==> config.mk <==
export PLATFORM = sky130hd
export DESIGN_NAME = masked_sbox_seq_flat
export DESIGN_NICKNAME = d
export VERILOG_FILES = /design/src/rtl/masked_sbox_seq_if.sv /design/src/rtl/masked_sbox_seq.sv /design/src/flat_wrapper.sv
export SDC_FILE = /design/constraint.sdc
export NUM_CORES = 1
export LEC_CHECK = 0
export ABC_AREA = 0
export CAP_MARGIN = 20
export CORE_ASPECT_RATIO = 1.5
export CORE_UTILIZATION = 49
export DETAILED_ROUTE_END_ITERATION = 10
export PLACE_DENSITY = 0.83
export RECOVER_POWER = 100
export SYNTH_ARGS = -nofsm -noshare
export SYNTH_HDL_FRONTEND = slang
export SYNTH_SLANG_ARGS = --single-unit
==> constraint.sdc <==
create_clock -name clk -period 2.3 [get_ports clk]
set_input_delay 0.69 -clock clk [delete_from_list [all_inputs] [get_ports clk]]
set_output_delay 0.69 -clock clk [all_outputs]
set_load 0.05 [all_outputs]
==> src/rtl/masked_sbox_seq_if.sv <==
// masked_sbox_seq_if: block-level request/response handshake of the masked S-box sequencer.
interface masked_sbox_seq_if;
    logic         in_valid;
    logic         in_ready;
    logic [127:0] in_data;
    logic [7:0]   in_mask;
    logic [7:0]   out_mask;
    logic         o_valid;
    logic         o_ready;
    logic [127:0] o_data;

    modport master (
        output in_valid, in_data, in_mask, out_mask, o_ready,
        input  in_ready, o_valid, o_data
    );

    modport slave (
        input  in_valid, in_data, in_mask, out_mask, o_ready,
        output in_ready, o_valid, o_data
    );
endinterface

==> src/rtl/masked_sbox_seq.sv <==
// masked_sbox_seq: streams the 16 bytes of a masked state through one shared masked S-box
// of SBOX_LAT cycles latency and reassembles the substituted, re-masked state.
module masked_sbox_seq #(
    parameter int SBOX_LAT = 1
) (
    input  logic             clk,
    input  logic             rst_n,
    masked_sbox_seq_if.slave io,
    output logic [7:0]       sb_x,
    output logic [7:0]       sb_m,
    output logic [7:0]       sb_n,
    input  logic [7:0]       sb_y,
    output logic             busy
);
    typedef enum logic [1:0] {IDLE, ISSUE, DRAIN, DONE} state_t;

    state_t           state;
    logic [15:0][7:0] din;
    logic [15:0][7:0] res;
    logic [3:0]       issue_idx;
    logic [3:0]       cap_idx;
    logic             in_ready;
    logic             o_valid;
    logic             issuing;
    logic             tap;

    assign issuing     = state == ISSUE;
    assign io.in_ready = in_ready;
    assign io.o_valid  = o_valid;
    assign io.o_data   = res;

    // The tap marks the cycle in which sb_y belongs to the byte issued SBOX_LAT cycles earlier.
    if (SBOX_LAT == 0) begin : g_comb
        assign tap = issuing;
    end else begin : g_pipe
        logic [SBOX_LAT-1:0] vld;
        always_ff @(posedge clk or negedge rst_n)
            if (!rst_n) vld <= '0;
            else        vld <= (vld << 1) | SBOX_LAT'(issuing);
        assign tap = vld[SBOX_LAT-1];
    end

    // sb_m/sb_n double as the captured mask registers; they only carry values while issuing.
    always_ff @(posedge clk or negedge rst_n) begin
        if (!rst_n) begin
            state     <= IDLE;
            in_ready  <= 1'b1;
            o_valid   <= 1'b0;
            busy      <= 1'b0;
            sb_x      <= '0;
            sb_m      <= '0;
            sb_n      <= '0;
            din       <= '0;
            res       <= '0;
            issue_idx <= '0;
            cap_idx   <= '0;
        end else begin
            if (tap) begin
                res[cap_idx] <= sb_y;
                cap_idx      <= cap_idx + 4'd1;
            end
            case (state)
                IDLE: if (io.in_valid) begin
                    state     <= ISSUE;
                    in_ready  <= 1'b0;
                    busy      <= 1'b1;
                    din       <= io.in_data;
                    sb_x      <= io.in_data[7:0];
                    sb_m      <= io.in_mask;
                    sb_n      <= io.out_mask;
                    issue_idx <= '0;
                    cap_idx   <= '0;
                end
                ISSUE: if (issue_idx == 4'd15) begin
                    state   <= SBOX_LAT == 0 ? DONE : DRAIN;
                    o_valid <= SBOX_LAT == 0;
                    sb_x    <= '0;
                    sb_m    <= '0;
                    sb_n    <= '0;
                end else begin
                    issue_idx <= issue_idx + 4'd1;
                    sb_x      <= din[issue_idx + 4'd1];
                end
                DRAIN: if (tap && cap_idx == 4'd15) begin
                    state   <= DONE;
                    o_valid <= 1'b1;
                end
                DONE: if (io.o_ready) begin
                    state    <= IDLE;
                    o_valid  <= 1'b0;
                    in_ready <= 1'b1;
                    busy     <= 1'b0;
                end
                default: state <= IDLE;
            endcase
        end
    end
endmodule

==> src/flat_wrapper.sv <==
// flat-port wrapper written by rule: the top's interface ports become plain ports
module masked_sbox_seq_flat 
#(
    parameter int SBOX_LAT = 1
)
  (clk, rst_n, sb_x, sb_m, sb_n, sb_y, busy, io_in_valid, io_in_data, io_in_mask, io_out_mask, io_o_ready, io_in_ready, io_o_valid, io_o_data);
  masked_sbox_seq_if io_i ();
  input  logic clk;
  input  logic rst_n;
  output logic [7:0] sb_x;
  output logic [7:0] sb_m;
  output logic [7:0] sb_n;
  input  logic [7:0] sb_y;
  output logic busy;
  input wire logic [$bits(io_i.in_valid)-1:0] io_in_valid;
  input wire logic [$bits(io_i.in_data)-1:0] io_in_data;
  input wire logic [$bits(io_i.in_mask)-1:0] io_in_mask;
  input wire logic [$bits(io_i.out_mask)-1:0] io_out_mask;
  input wire logic [$bits(io_i.o_ready)-1:0] io_o_ready;
  output wire logic [$bits(io_i.in_ready)-1:0] io_in_ready;
  output wire logic [$bits(io_i.o_valid)-1:0] io_o_valid;
  output wire logic [$bits(io_i.o_data)-1:0] io_o_data;
  assign io_i.in_valid = io_in_valid;
  assign io_i.in_data = io_in_data;
  assign io_i.in_mask = io_in_mask;
  assign io_i.out_mask = io_out_mask;
  assign io_i.o_ready = io_o_ready;
  assign io_in_ready = io_i.in_ready;
  assign io_o_valid = io_i.o_valid;
  assign io_o_data = io_i.o_data;
  masked_sbox_seq #(.SBOX_LAT(SBOX_LAT)) u_core (.clk(clk), .rst_n(rst_n), .io(io_i), .sb_x(sb_x), .sb_m(sb_m), .sb_n(sb_n), .sb_y(sb_y), .busy(busy));
endmodule
Yosys cells after proc, flatten, opt, wreduce, memory -nomap -nowiden
Cells that the tools add are included.

storage, ports and cells
  output and inout port bits = 155
  input port bits = 156
  logic and storage cells = 103
  register bits after elaboration = 294

cells by class
  muxes and demuxes = 33
  magnitude comparators = 3
  reduce and logical (&&, ||, !) cells = 13
  $add $sub $neg = 2
  eq/ne operators = 10

operators by type and width
  kind                 number
  $bwmux 128           1
  $mux 8               7
  $pmux 8 s2           3
  $bmux 8 s4           1
  $demux 8 s4          1
  $mux 4               5
  $lt 4x5->1 const B   2
  $reduce_and 3->1     3
  $add 4x1->4 const B  2
  $eq 4x4->1 const B   2
  $mux 2               4
  $ne 2x2->1 const B   4
  $pmux 2 s4           1
  $pmux 4 s2           1
  $reduce_and 4->1     2
  $mux 1               6
  $eq 2x2->1 const B   2
  $ge 4x1->1 const B   1
  $pmux 1 s2           2
  $reduce_and 2->1     2
  $reduce_bool 2->1    2
  $pmux 1 s3           1
  $reduce_bool 3->1    1
  $eq 2x1->1 const B   1
  3 further kinds      4

Depth between registers and ports, before layout
  depth in word-level cells = 5
  gate-level depth with buffers = 9
  depth with buffers taken out = 7

Least setup slack after synthesis
No wires, ideal clock.

  kind = register -> register
  start point = register u_core.issue_idx[1]
  end point = register u_core.sb_x[5]
  buffers on the path = 1
  data arrival time = 1,926 ps
  required time = 2,213 ps
  slack = 288 ps
  cell stages (with the launch flop) = 7
  cells stage by stage = dfrtp_1 ha_1 xnor2_1 nor2_1 buf_2 a2111o_1 o211ai_1

on the way
  word-level cells in the longest chain between the ends = 5

RTL lines
  item                          line                   text
  from (decl)                   masked_sbox_seq.sv:20  logic [3:0] issue_idx;
  from (signal assigned)        masked_sbox_seq.sv:81  issue_idx <= issue_idx + 4'd1;
  $add 4x1->4                   masked_sbox_seq.sv:82  sb_x <= din[issue_idx + 4'd1];
  $bmux 8 s4                    masked_sbox_seq.sv:82
  $mux 8 (implied by the code)  masked_sbox_seq.sv:82
  $mux 8 (*)                    masked_sbox_seq.sv:74  ISSUE: if (issue_idx == 4'd15) begin
  $pmux 8 s2 (*)                masked_sbox_seq.sv:62  case (state)
  to (signal assigned)          masked_sbox_seq.sv:68  sb_x <= io.in_data[7:0];
  to (signal assigned)          masked_sbox_seq.sv:82
  to (decl)                     masked_sbox_seq.sv:9   output logic [7:0] sb_x,

Every way passes the cells marked *; elsewhere a longest branch is shown, timed or not. The select of a mux whose other input is x is not followed.
A chain may end at the register's enable or synchronous reset.

Worst setup path in the final report
  start point = register u_core.sb_x[0]
  end point = output port sb_x[0]

RTL lines
  item       line                text
  to (decl)  flat_wrapper.sv:10  output logic [7:0] sb_x;

No word-level cell between the ends.

==> qor.csv <==
metric,value,unit
run status,finished clean,
number of sinks driven by the clock tree,294,
combined flip-flop and latch cell area,7362,um^2
number of cell instances on the worst register-to-register path,7,
most frequently used flop master after synthesis,sky130_fd_sc_hd__dfrtp_1,
area of the core,24610,um^2
relative area change from synthesis to final layout,34.50,%
Detail Route Antenna Nets,0,
number of buffers inserted to repair setup after CTS,0,
Critical Path Fanout Max,2,
slew at the pin with the worst max-slew slack,1225,ps
relative contribution of combinational cells to total power,10.3,%
last weighted congestion value of the routability-driven placer,0.9725,
type of the worst setup path,register to primary output,
number of cells produced by synthesis,1120,
reported leakage power,8.460,nW
worst path arrival time,1500,ps
worst-case clock skew,11.41,ps
number of warnings printed during yosys synthesis,0,
die area,25940,um^2
clk slew on worst S/H paths,70,ps
total wire length,32.72,mm
number of gates on the worst path with buffers counted,1,
post-route setup slack,110.1,ps
distinct cell type count after synthesis,37,
Clock Tree Buf Depth,3,
number of buffers created by CTS,27,
largest delay contributor family on the critical path,buffers and inverters,
final non-filler cell total,1777,
first-pass GRT wire length,52.30,mm
Synth top cells by count,"sky130_fd_sc_hd__nand2_1 (408), sky130_fd_sc_hd__dfrtp_1 (293), sky130_fd_sc_hd__mux2_2 (130), sky130_fd_sc_hd__clkbuf_1 (51), sky130_fd_sc_hd__mux2i_1 (49)",
Worst Hold Slack,423.4,ps
GR Overflow Total,0,
delay of the slowest cell on the worst path,560,ps
Post-Syn Nets,1286,
CP max stage cell,sky130_fd_sc_hd__dlygate4sd2_1,
Critical Path RT,1610,ps
most common cell in the synthesized netlist,sky130_fd_sc_hd__nand2_1,
starting density of the core,50.35,%
Switching Fraction,24.19,%
total track usage,25.60,%
top area cells in the synthesized netlist,"sky130_fd_sc_hd__dfrtp_1 (59%), sky130_fd_sc_hd__nand2_1 (12%), sky130_fd_sc_hd__mux2_2 (12%), sky130_fd_sc_hd__mux2i_1 (4.0%), sky130_fd_sc_hd__clkbuf_1 (1.5%)",
setup slack after placement,84.08,ps
Clk pwr share,40.6,%
number of H-tree branching levels,1,
largest net degree at the start of global routing,77,
average cell area after synthesis,11.06,um^2
portion of synthesized cell area occupied by the leading cell type,59.17,%
post-route minimum period,2190,ps
Achievable Freq,456.6,MHz
Post-route DRC,0,
buffering stage count on the worst path with inverters included,1,
power per cell area,653.4,nW/um^2
count of buffers inserted at the top-level ports,310,
Slew Limit Headroom,18.33,%
count of flip-flops with a built-in enable after synthesis,0,
clock root buffer,sky130_fd_sc_hd__clkbuf_16,
WL/cell,18.41,um
crit share post-route,95.21,%
cell count after placement,1730,
ratio of cells with drive above 1 in the final layout,15.21,%
kind of launch point of the worst setup path,register,
Multi-input gate area,4766,um^2
per-cell via count in the routed design,5.400,
number of vias in the routed layout,9595,
hold buffer count at CTS,0,
cell type with the largest total area after synthesis,sky130_fd_sc_hd__dfrtp_1,
setup_tns,0,ps
worst-skew pair later-pin latency,530,ps
critical path cell sequence,dlygate4sd2_1,
router iterations before antenna repair,5,
final slew viol count,0,
worst min-delay path category,primary input to asynchronous set/reset pin,
Syn Std Cell Area,12390,um^2
number of max-cap violations,0,
number of antenna violations at the first check in global routing,0,
Critical Path End Type,primary output,
number of nets in the final layout,1601,
"Core Util, Final",67.72,%
setup repair after global routing missed its margin,no,
share of synthesized area occupied by flip-flops and latches,59.38,%
Filler Cell Count,1862,
Fin. Hold Viols,0,
Iter 0 DRT Violations,611,
via count of the first global-routing pass,9777,
worst ir drop on vdd,0.4997,mV
die span in y,196.8,um
number of failing setup endpoints in the final timing report,0,
number of diodes,0,
Internal,8.257,mW
proportion of register bits with asynchronous set or reset after synthesis,100.0,%
Horiz. Die Dim,131.8,um
sequential share of power,49.0,%
flip-flop and latch count after synthesis,294,
I/O pin count,311,
net switching power figure,2.634,mW
TritonCTS clock tree,built,
hpwl dp,23.77,mm
total number of placement rows,70,
-- state kept, by name, indices dropped and copies added, names as in the netlist --
signal	flops
u_core.busy	1
u_core.cap_idx	4
u_core.din	128
u_core.g_pipe.vld	1
u_core.io.in_ready	1
u_core.io.o_data	128
u_core.io.o_valid	1
u_core.issue_idx	4
u_core.sb_m	8
u_core.sb_n	8
u_core.sb_x	8
u_core.state	2
-- worst register-to-register path: stages, from the launching register on --
cell                       delay [ps]
sky130_fd_sc_hd__dfrtp_4          500
sky130_fd_sc_hd__ha_1             310
sky130_fd_sc_hd__xor2_2           240
sky130_fd_sc_hd__buf_12           160
sky130_fd_sc_hd__mux4_2           320
sky130_fd_sc_hd__o21ai_0          290
sky130_fd_sc_hd__a2111o_1         160
sky130_fd_sc_hd__o211ai_1          80
-- final timing paths --
check / from / end / slack, ps
setup / recovery: u_core.sb_x[0] / sb_x[0] / 110
hold reg to reg: u_core.din[90] / u_core.din[90] / 480
max in group asynchronous: rst_n / u_core.sb_n[4] / 380
hold / removal: rst_n / u_core.io.o_data[89] / 420
setup reg to reg: u_core.issue_idx[0] / u_core.sb_x[4] / 110
min in group clk: u_core.din[90] / u_core.din[90] / 480
-- metal layers --
layer | vias up | global-route usage, % | share of wire, %
met5 | - | 0 | 0
met1 | 4671 | 30.10 | 37
li1 | 4389 | - | -
met4 | 0 | 11.50 | 4.4
met2 | 440 | 46.35 | 53
met3 | 95 | 3.549 | 5.5
-- cell families (layout without fill, tap and decap cells) --
kind of cell	after synthesis	in the layout	synth area share, %
simple gates	474	474	15.07
flops	294	294	59.38
mux	187	187	17.23
compound gates	81	81	4.655
buf+inv	69	402	2.241
fa+ha+maj	10	10	1.010
xor+xnor	5	5	0.4141
-- timing repair --
action                                  4_1_cts  5_1_grt
cloned                                        0        0
gates resized for setup                     148        1
endpoints found under the setup margin      148        1
-- layout by cell type (no fill, tap or decap), types with 2 or more instances in the layout --
| master | n |
|---|---|
| sky130_fd_sc_hd__clkinv_2 | 7 |
| sky130_fd_sc_hd__inv_1 | 8 |
| sky130_fd_sc_hd__mux4_2 | 8 |
| sky130_fd_sc_hd__nand3_1 | 18 |
| sky130_fd_sc_hd__buf_4 | 19 |
| sky130_fd_sc_hd__dfrtp_1 | 292 |
| sky130_fd_sc_hd__ha_1 | 10 |
| sky130_fd_sc_hd__xnor2_1 | 2 |
| sky130_fd_sc_hd__nor2_1 | 24 |
| sky130_fd_sc_hd__o211ai_1 | 8 |
| sky130_fd_sc_hd__and3_1 | 3 |
| sky130_fd_sc_hd__and2_0 | 5 |
| sky130_fd_sc_hd__clkbuf_2 | 7 |
| sky130_fd_sc_hd__a22o_1 | 17 |
| sky130_fd_sc_hd__bufinv_16 | 2 |
| sky130_fd_sc_hd__o21ai_1 | 2 |
| sky130_fd_sc_hd__nand4_1 | 10 |
| sky130_fd_sc_hd__mux2i_1 | 49 |
| sky130_fd_sc_hd__clkdlybuf4s50_1 | 154 |
| sky130_fd_sc_hd__clkbuf_1 | 14 |
| sky130_fd_sc_hd__o21ai_0 | 11 |
| sky130_fd_sc_hd__buf_12 | 9 |
| sky130_fd_sc_hd__a21oi_1 | 22 |
| sky130_fd_sc_hd__nand2_1 | 407 |
| sky130_fd_sc_hd__clkbuf_16 | 27 |
| sky130_fd_sc_hd__xor2_1 | 2 |
| sky130_fd_sc_hd__clkbuf_8 | 5 |
| sky130_fd_sc_hd__mux2_2 | 129 |
| sky130_fd_sc_hd__dlygate4sd2_1 | 148 |
| sky130_fd_sc_hd__a2111o_1 | 8 |
| sky130_fd_sc_hd__a22oi_1 | 8 |
-- through the flow --
stage | power [mW] | cell area, um^2
after floorplan | 5.962 | 12390
after global placement | 6.647 | 16060
after detailed placement | 6.665 | 16060
after CTS | 11.01 | 16740
after global routing | 11.26 | 16670
final | 10.89 | 16670
-- cell type report --
cell class                      count  area share, %
Clock buffer                       36          4.557
Multi-Input combinational cell    757          28.59
Timing Repair Buffer              347          19.40
Sequential cell                   294          44.17
Clock inverter                     11         0.6681
Tap cell                          324          2.432
Inverter                            8         0.1802
-- power groups by stage --
stage          Sequential, mW  Combinational, mW  Clock [mW]
2_1_floorplan            5.85              0.116           0
3_3_place_gp             5.43               1.21           0
3_5_place_dp             5.44               1.22           0
4_1_cts                  5.34               1.15        4.52
5_1_grt                  5.35               1.18        4.72
6_report                 5.34               1.13        4.43
Note: power is estimated with default switching activity, not from simulation.
